--- config.mk ---
export PLATFORM = sky130hd
export DESIGN_NAME = bnn_conv_stream
export DESIGN_NICKNAME = d
export VERILOG_FILES = /design/src/rtl/bnn_pkg.sv /design/src/rtl/bnn_popcount_thr.sv /design/src/rtl/bnn_conv_stream.sv
export SDC_FILE = /design/constraint.sdc
export NUM_CORES = 2
export LEC_CHECK = 0
export ABC_AREA = 1
export CORE_ASPECT_RATIO = 1.4
export CORE_MARGIN = 1
export CORE_UTILIZATION = 37
export CTS_CLUSTER_DIAMETER = 60
export DETAILED_ROUTE_END_ITERATION = 7
export PLACE_DENSITY = 0.5
export RECOVER_POWER = 100
export SYNTH_ARGS = -nofsm -noshare
export SYNTH_HDL_FRONTEND = slang
export SYNTH_SLANG_ARGS = --single-unit
--- constraint.sdc ---
create_clock -name clk -period 58.5 [get_ports clk]
set_input_delay 11.7 -clock clk [delete_from_list [all_inputs] [get_ports clk]]
set_output_delay 11.7 -clock clk [all_outputs]
set_load 0.005 [all_outputs]
--- src/rtl/bnn_pkg.sv ---
// Geometry defaults and width helpers shared by the binary conv layers.
package bnn_pkg;

  localparam int DEF_IMG_W = 12;
  localparam int DEF_IMG_H = 12;
  localparam int DEF_CIN   = 8;
  localparam int DEF_COUT  = 16;
  localparam int DEF_K     = 3;

  function automatic int nw_bits(input int k, input int cin);
    return k * k * cin;
  endfunction

  function automatic int pw_bits(input int nw);
    return $clog2(nw + 1);
  endfunction

endpackage

--- src/rtl/bnn_popcount_thr.sv ---
// One output channel: XNOR the window with the kernel, count matches, compare to threshold.
module bnn_popcount_thr #(
  parameter int NW = 72,
  parameter int PW = 7
) (
  input  logic [NW-1:0] window_i,
  input  logic [NW-1:0] weight_i,
  input  logic [PW-1:0] thresh_i,
  output logic          hit_o
);

  logic [NW-1:0] matchBits;
  logic [PW-1:0] matchCount;

  always_comb begin
    matchBits  = ~(window_i ^ weight_i);
    matchCount = '0;
    for (int i = 0; i < NW; i++) begin
      matchCount = matchCount + PW'(matchBits[i]);
    end
  end

  assign hit_o = (matchCount >= thresh_i);

endmodule

--- src/rtl/bnn_conv_stream.sv ---
// Streaming KxK binary convolution: line buffers feed a window, every channel thresholds its popcount.
module bnn_conv_stream
  import bnn_pkg::*;
#(
  parameter int IMG_W = DEF_IMG_W,
  parameter int IMG_H = DEF_IMG_H,
  parameter int CIN   = DEF_CIN,
  parameter int COUT  = DEF_COUT,
  parameter int K     = DEF_K,
  localparam int NW   = nw_bits(K, CIN),
  localparam int PW   = pw_bits(NW),
  localparam int AW   = $clog2(COUT)
) (
  input  logic            clk,
  input  logic            rst,
  input  logic            in_valid,
  input  logic [CIN-1:0]  in_data,
  output logic            in_ready,
  output logic            out_valid,
  output logic [COUT-1:0] out_data,
  input  logic            out_ready,
  output logic            out_last,
  output logic            frame_done,
  input  logic            w_we,
  input  logic [AW-1:0]   w_addr,
  input  logic [NW-1:0]   w_data,
  input  logic [PW-1:0]   th_data,
  output logic            w_err
);

  localparam int CW = (IMG_W > 1) ? $clog2(IMG_W) : 1;
  localparam int RW = (IMG_H > 1) ? $clog2(IMG_H) : 1;

  logic [CW-1:0]   col_q, col_d;
  logic [RW-1:0]   row_q, row_d;
  logic            outValid_q, outValid_d;
  logic [COUT-1:0] outData_q, outData_d;
  logic            outLast_q, outLast_d;
  logic            frameDone_q, wErr_q;

  logic [NW-1:0]   weight_q [COUT];
  logic [PW-1:0]   thresh_q [COUT];
  logic [CIN-1:0]  lineBuf_q [K-1][IMG_W];
  logic [NW-1:0]   winBits_q, winBits_d;
  logic [CIN-1:0]  newColumn [K];

  logic            acceptPix, colLast, rowLast, windowOk, addrOk, writeOk;
  logic [COUT-1:0] chanHit;

  assign in_ready  = !outValid_q || out_ready;
  assign acceptPix = in_valid && in_ready;
  assign colLast   = (col_q == CW'(IMG_W - 1));
  assign rowLast   = (row_q == RW'(IMG_H - 1));
  assign windowOk  = (32'(row_q) >= 32'(K - 1)) && (32'(col_q) >= 32'(K - 1));
  assign addrOk    = (32'(w_addr) < 32'(COUT));
  assign writeOk   = w_we && addrOk && (row_q == '0) && (col_q == '0) && !outValid_q;

  // Column entering the window: oldest row at index 0, the incoming pixel at K-1.
  always_comb begin
    newColumn[K-1] = in_data;
    for (int j = 0; j < K - 1; j++) begin
      newColumn[K-2-j] = lineBuf_q[j][col_q];
    end
  end

  always_comb begin
    winBits_d = winBits_q;
    for (int ky = 0; ky < K; ky++) begin
      for (int kx = 0; kx < K - 1; kx++) begin
        winBits_d[(ky*K+kx)*CIN +: CIN] = winBits_q[(ky*K+kx+1)*CIN +: CIN];
      end
      winBits_d[(ky*K+K-1)*CIN +: CIN] = newColumn[ky];
    end
  end

  // A write landing on the same edge as a pixel is forwarded into that pixel's window.
  for (genvar o = 0; o < COUT; o++) begin : g_chan
    logic fwdSel;
    assign fwdSel = writeOk && (32'(w_addr) == o);
    bnn_popcount_thr #(.NW(NW), .PW(PW)) u_popThr (
      .window_i (winBits_d),
      .weight_i (fwdSel ? w_data  : weight_q[o]),
      .thresh_i (fwdSel ? th_data : thresh_q[o]),
      .hit_o    (chanHit[o])
    );
  end

  always_comb begin
    col_d      = col_q;
    row_d      = row_q;
    outValid_d = outValid_q && !out_ready;
    outData_d  = outData_q;
    outLast_d  = outLast_q;
    if (acceptPix) begin
      col_d = colLast ? '0 : col_q + CW'(1);
      if (colLast) begin
        row_d = rowLast ? '0 : row_q + RW'(1);
      end
      if (windowOk) begin
        outValid_d = 1'b1;
        outData_d  = chanHit;
        outLast_d  = rowLast && colLast;
      end
    end
  end

  always_ff @(posedge clk) begin
    if (acceptPix) begin
      lineBuf_q[0][col_q] <= in_data;
      for (int j = 1; j < K - 1; j++) begin
        lineBuf_q[j][col_q] <= lineBuf_q[j-1][col_q];
      end
      winBits_q <= winBits_d;
    end
  end

  always_ff @(posedge clk or posedge rst) begin
    if (rst) begin
      col_q       <= '0;
      row_q       <= '0;
      outValid_q  <= 1'b0;
      outData_q   <= '0;
      outLast_q   <= 1'b0;
      frameDone_q <= 1'b0;
      wErr_q      <= 1'b0;
      for (int o = 0; o < COUT; o++) begin
        weight_q[o] <= '0;
        thresh_q[o] <= '0;
      end
    end else begin
      col_q       <= col_d;
      row_q       <= row_d;
      outValid_q  <= outValid_d;
      outData_q   <= outData_d;
      outLast_q   <= outLast_d;
      frameDone_q <= acceptPix && rowLast && colLast;
      wErr_q      <= w_we && !writeOk;
      if (writeOk) begin
        weight_q[w_addr] <= w_data;
        thresh_q[w_addr] <= th_data;
      end
    end
  end

  assign out_valid  = outValid_q;
  assign out_data   = outData_q;
  assign out_last   = outLast_q;
  assign frame_done = frameDone_q;
  assign w_err      = wErr_q;

endmodule

Yosys cells after proc, flatten, opt, wreduce, memory -nomap -nowiden. Memories as Yosys holds them, arrays and structs flattened. Cells that the tools add are included.

Input port bits: 96. Output and inout bits: 21. Latch bits: 0. Register bits: 1364. Memories kept: 1. Bits in read-only memories: 0. Memory bits (writable): 192.

$add $sub $neg: 1138. Eq/ne operators: 17. Reductions and logical operators: 37. $mul: 0. Bitwise gates (word level): 34. Divide/modulo/power cells: 0. Order comparisons: 22. Muxes and demuxes: 52. Shift-type cells: 0.

Memory list: lineBuf_q (words 2, width 96, rd ports 2, clocked after Yosys merged registers in 0, write ports 2, RTL line bnn_conv_stream.sv:43) `logic [CIN-1:0] lineBuf_q [K-1][IMG_W];`.

Operator list (number): 7-bit by 1-bit adder with 7-bit output (1120); 72-bit two-way mux (17); 1152-bit bitwise mux (1); 72-bit inverter (16); 72-bit XOR (16); 72-bit demux with 4-bit select (1); 7-bit two-way mux (17); 112-bit bitwise mux (1); 7-bit greater-or-equal comparator (16); 96-bit two-way mux (1); 8-bit binary-select mux with 4-bit select (2); 4-bit == test (second input constant) (10); 8-bit two-way mux (5); 1-bit by 1-bit adder with 2-bit output (16); 8-bit demux with 4-bit select (1); 7-bit demux with 4-bit select (1); 1-bit logical AND (28); 4-bit by 3-bit == test with 1-bit output (second input constant) (4); 4-bit zero test (3); 5-bit greater-or-equal comparator (second input constant) (2); 5-bit by 1-bit less-than comparator with 1-bit output (second input constant) (2); 4-bit inverter with 5-bit output (2); 4-bit by 1-bit adder with 4-bit output (second input constant) (2); 4-bit by 2-bit == test with 1-bit output (second input constant) (2); other kinds (7) (14).

Logic depth before layout (Yosys ltp).
Depth in word-level cells: 80. Gate-level depth with buffers: 45.

By module. A second synthesis with hierarchy kept.

Cell total of the unflattened synthesis: 11130. Area total of the unflattened synthesis: 103486.8 um2.

Modules (own cells, without submodules): bnn_conv_stream (area an instance 61370.1 um2, seq. area each 39537.9 um2, cells an instance 6772, times used 1); bnn_popcount_thr at g_chan[2].u_popThr ... (area an instance 2642.5 um2, seq. area each 0.0 um2, cells an instance 274, times used 8); bnn_popcount_thr at g_chan[0].u_popThr ... (area an instance 2606.2 um2, seq. area each 0.0 um2, cells an instance 267, times used 5); bnn_popcount_thr at g_chan[14].u_popThr ... (area an instance 2651.3 um2, seq. area each 0.0 um2, cells an instance 277, times used 2); bnn_popcount_thr at g_chan[1].u_popThr (area an instance 2642.5 um2, seq. area each 0.0 um2, cells an instance 277, times used 1).

Worst setup path before layout. No wires, ideal clock.

Kind: in2out. From: in out_ready. To: out in_ready. Path slack: 34.982 ns. Data arrival time: 11.818 ns. Stages on the path: 2. Path through: inv_1 > nand2_1.

Word-level cells in the longest chain between the ends: 1.

RTL lines: from (decl) (RTL line bnn_conv_stream.sv:21) `input logic out_ready,`; 1-bit logical OR (RTL line bnn_conv_stream.sv:50) `assign in_ready = !outValid_q || out_ready;`; to (decl) (RTL line bnn_conv_stream.sv:18) `output logic in_ready,`.

Every way passes these cells.

==> summary.txt <==
Outcome
  • Failing checks: design-rule violations, max-capacitance violations, max-slew violations
  • Status: finished, violations left

Logic synthesis
  • Commonest cells in the netlist: 4735 x nand2_1, 1809 x inv_1, 1292 x dfrtp_1
  • Top FF cell, synth: dfrtp_1
  • Seq cells post-synth: 1532
  • Yosys Warn Count: 0
  • Area leader, netlist: dfrtp_1
  • Syn Inst Count: 13.0k
  • Post-synth top area share: 29.7%
  • Post-synth EDFFs: 240
  • Mean Syn Cell Area: 8.34 µm²
  • Synth async-reset ratio: 84.3%
  • Synth Cell Area: 109000 µm²
  • Most frequent cell after synthesis: nand2_1
  • Register area share after synthesis: 36.4%
  • Post-Syn Nets: 14.5k
  • Synth unique cells: 39
  • Top cells by area, synth: dfrtp_1 30%, fa_1 18%, nand2_1 16%, edfxtp_1 6.6%, inv_1 6.2%

Floorplan
  • Core Rows: 235
  • I/O Pins: 117
  • Die footprint: 296000 µm²
  • Core area: 293000 µm²
  • Die width: 460 µm
  • Initial core utilization: 37.2%
  • Chip height: 643 µm

Hold path
  • Hold Crit Class: reg2reg

Finish
  • Layout Nets: 14.2k
  • Area occupied by multi-input gates: 58400 µm²
  • Layout cell share with drive strength beyond 1: 3.13%
  • Finished Layout Cells: 16.8k
  • Reg area: 39500 µm²
  • Fillers: 29.3k
  • Layout area overhead: 8.60%

Global route
  • Total grt overflow: 0
  • GRT Total Usage: 29.9%
  • Antenna violations before repair: 24
  • First-pass GRT wire length: 631000 µm
  • Vias in the first global route: 86.4k
  • Largest net degree at the start of global routing: 146

Critical path
  • Worst endpoint data arrival time: 32570 ps
  • Setup crit end kind: async pin
  • CP Launch Type: primary input
  • Worst-path maximum fanout: 125
  • Crit Path Category: in2async
  • CP Data Required Time: 58490 ps

Timing
  • RSZ-0062 raised after global routing: false
  • Final Hold Fails: 0
  • Setup Viol. Count Final: 0
  • Setup TNS: 0 ps
  • Fmax: 30.7 MHz
  • Worst slew margin: -479%
  • Worst Skew: 70.4 ps
  • Final period util: 55.7%
  • Max Slew Vio Count: 5573
  • Slew @ Worst Pin: 8690 ps
  • Min cycle time layout: 32580 ps

CTS
  • Post-CTS setup buffers: 0
  • CTS tree: yes
  • Clk buf depth: 4
  • Sink Count: 1532
  • H-tree depth: 4
  • Clk_lat worst skew: 910 ps
  • Reg clk slew, reported paths: 60 ps
  • Hold_buf cts: 0
  • Clk root buf: clkbuf_16
  • CTS resizes: 0
  • Number of CTS-inserted buffers: 188

Detailed routing
  • Routed vias: 89.6k
  • Iteration-0 DRC Markers: 8452
  • Vias/cell: 5.33
  • Residual DRC: 1
  • Avg WL per Cell: 26.3 µm
  • DRT Pass-1 Iters: 8
  • Final WL: 442000 µm
  • Antenna Nets Post-Route: 0

Job
  • Max cap viols: 111

Place
  • Number of port buffers: 116
  • HPWL after detailed placement: 316000 µm
  • Placed insts: 16.5k
  • GP Congestion: 0.998
==> metrics by stage <==
| stage | util, % | area, µm² | hold WS (ps) | setup slack (ps) |
|---|---|---|---|---|
| 5_1_grt | 40.4 | 118000 | 466 | 22610 |
| 3_3_place_gp | 38.6 | 113000 | 452 | 33930 |
| 4_1_cts | 40.6 | 119000 | 463 | 33950 |
| 2_1_floorplan | - | 109000 | 424 | 10390 |
| 6_report | 40.4 | 118000 | 462 | 25920 |
| 3_5_place_dp | 38.6 | 113000 | 444 | 33960 |
==> cells by family after synthesis <==
family / after synthesis / synth area share [%]
buffers and inverters: 2650 / 9.77
DFF: 1532 / 36.4
xor gates and xnor gates: 64 / 0.516
and+or+nand+nor: 5561 / 20.3
adders and majority gates: 1351 / 22.4
AOI/OAI and AO/OA: 1875 / 10.6
==> worst paths after layout <==
check | slack, ps | endpoint | cells past startpoint | startpoint
max | 25920 | weight_q[862] | 7 | rst
min | 460 | winBits_q[58] | 0 | winBits_q[66]
max reg2reg | 36750 | out_data[6] | 35 | col_q[0]
min reg2reg | 460 | winBits_q[58] | 0 | winBits_q[66]
max in group clk | 28060 | out_data[6] | 34 | w_we
min in group asynchronous | 12620 | weight_q[1092] | 2 | rst
==> critical path, stage by stage <==
cell and delay [ps]:
dlygate4sd3_1 550, clkinvlp_2 2540, clkbuf_1 5600, clkbuf_1 2790
clkbuf_1 2570, clkbuf_1 3170, clkbuf_1 3160
==> layout make-up <==
class	count	share of cell area, %
Sequential cell	1532	33.5
Clock buffer	268	4.51
Tap cell	3910	4.14
Clock inverter	61	0.626
Timing Repair Buffer	319	1.89
Multi-Input combinational cell	8851	49.4
Antenna cell	15	0.0318
Inverter	1845	5.87
==> layer usage <==
metal  global-route usage, %  part of all wire [%]  up-vias
met5                       0                0.0061        -
met4                    23.2                   9.9        4
met3                    4.18                   6.9      903
met2                    46.3                    45     3560
met1                    37.6                    39    44645
li1                        -                     -    40439
==> cells in the final DEF, fill, tap and decap left out, types with 32 or more instances in the layout <==
cell type and count:
a21oi_1 97, buf_4 85, clkbuf_1 170, clkbuf_16 191
clkdlybuf4s50_1 82, clkinv_1 42, dfrtp_1 1292, edfxtp_1 240
fa_1 992, ha_1 359, inv_1 1808, nand2_1 4735
nand3_1 646, nand4_1 34, nor2_1 78, nor2_2 32
o211ai_1 789, o21ai_0 882, o21ai_1 49, xnor2_1 37
==> flip-flops by register name (all words and copies together), names as in the netlist <==
name        flops
out_data       16
weight_q     1152
lineBuf_q     192
col_q           4
thresh_q      112
row_q           4
frame_done      1
out_valid       1
w_err           1
winBits_q      48
out_last        1
Power is not shown: default switching activity piles up to over one toggle a cycle in this logic, so the estimate is an artifact.
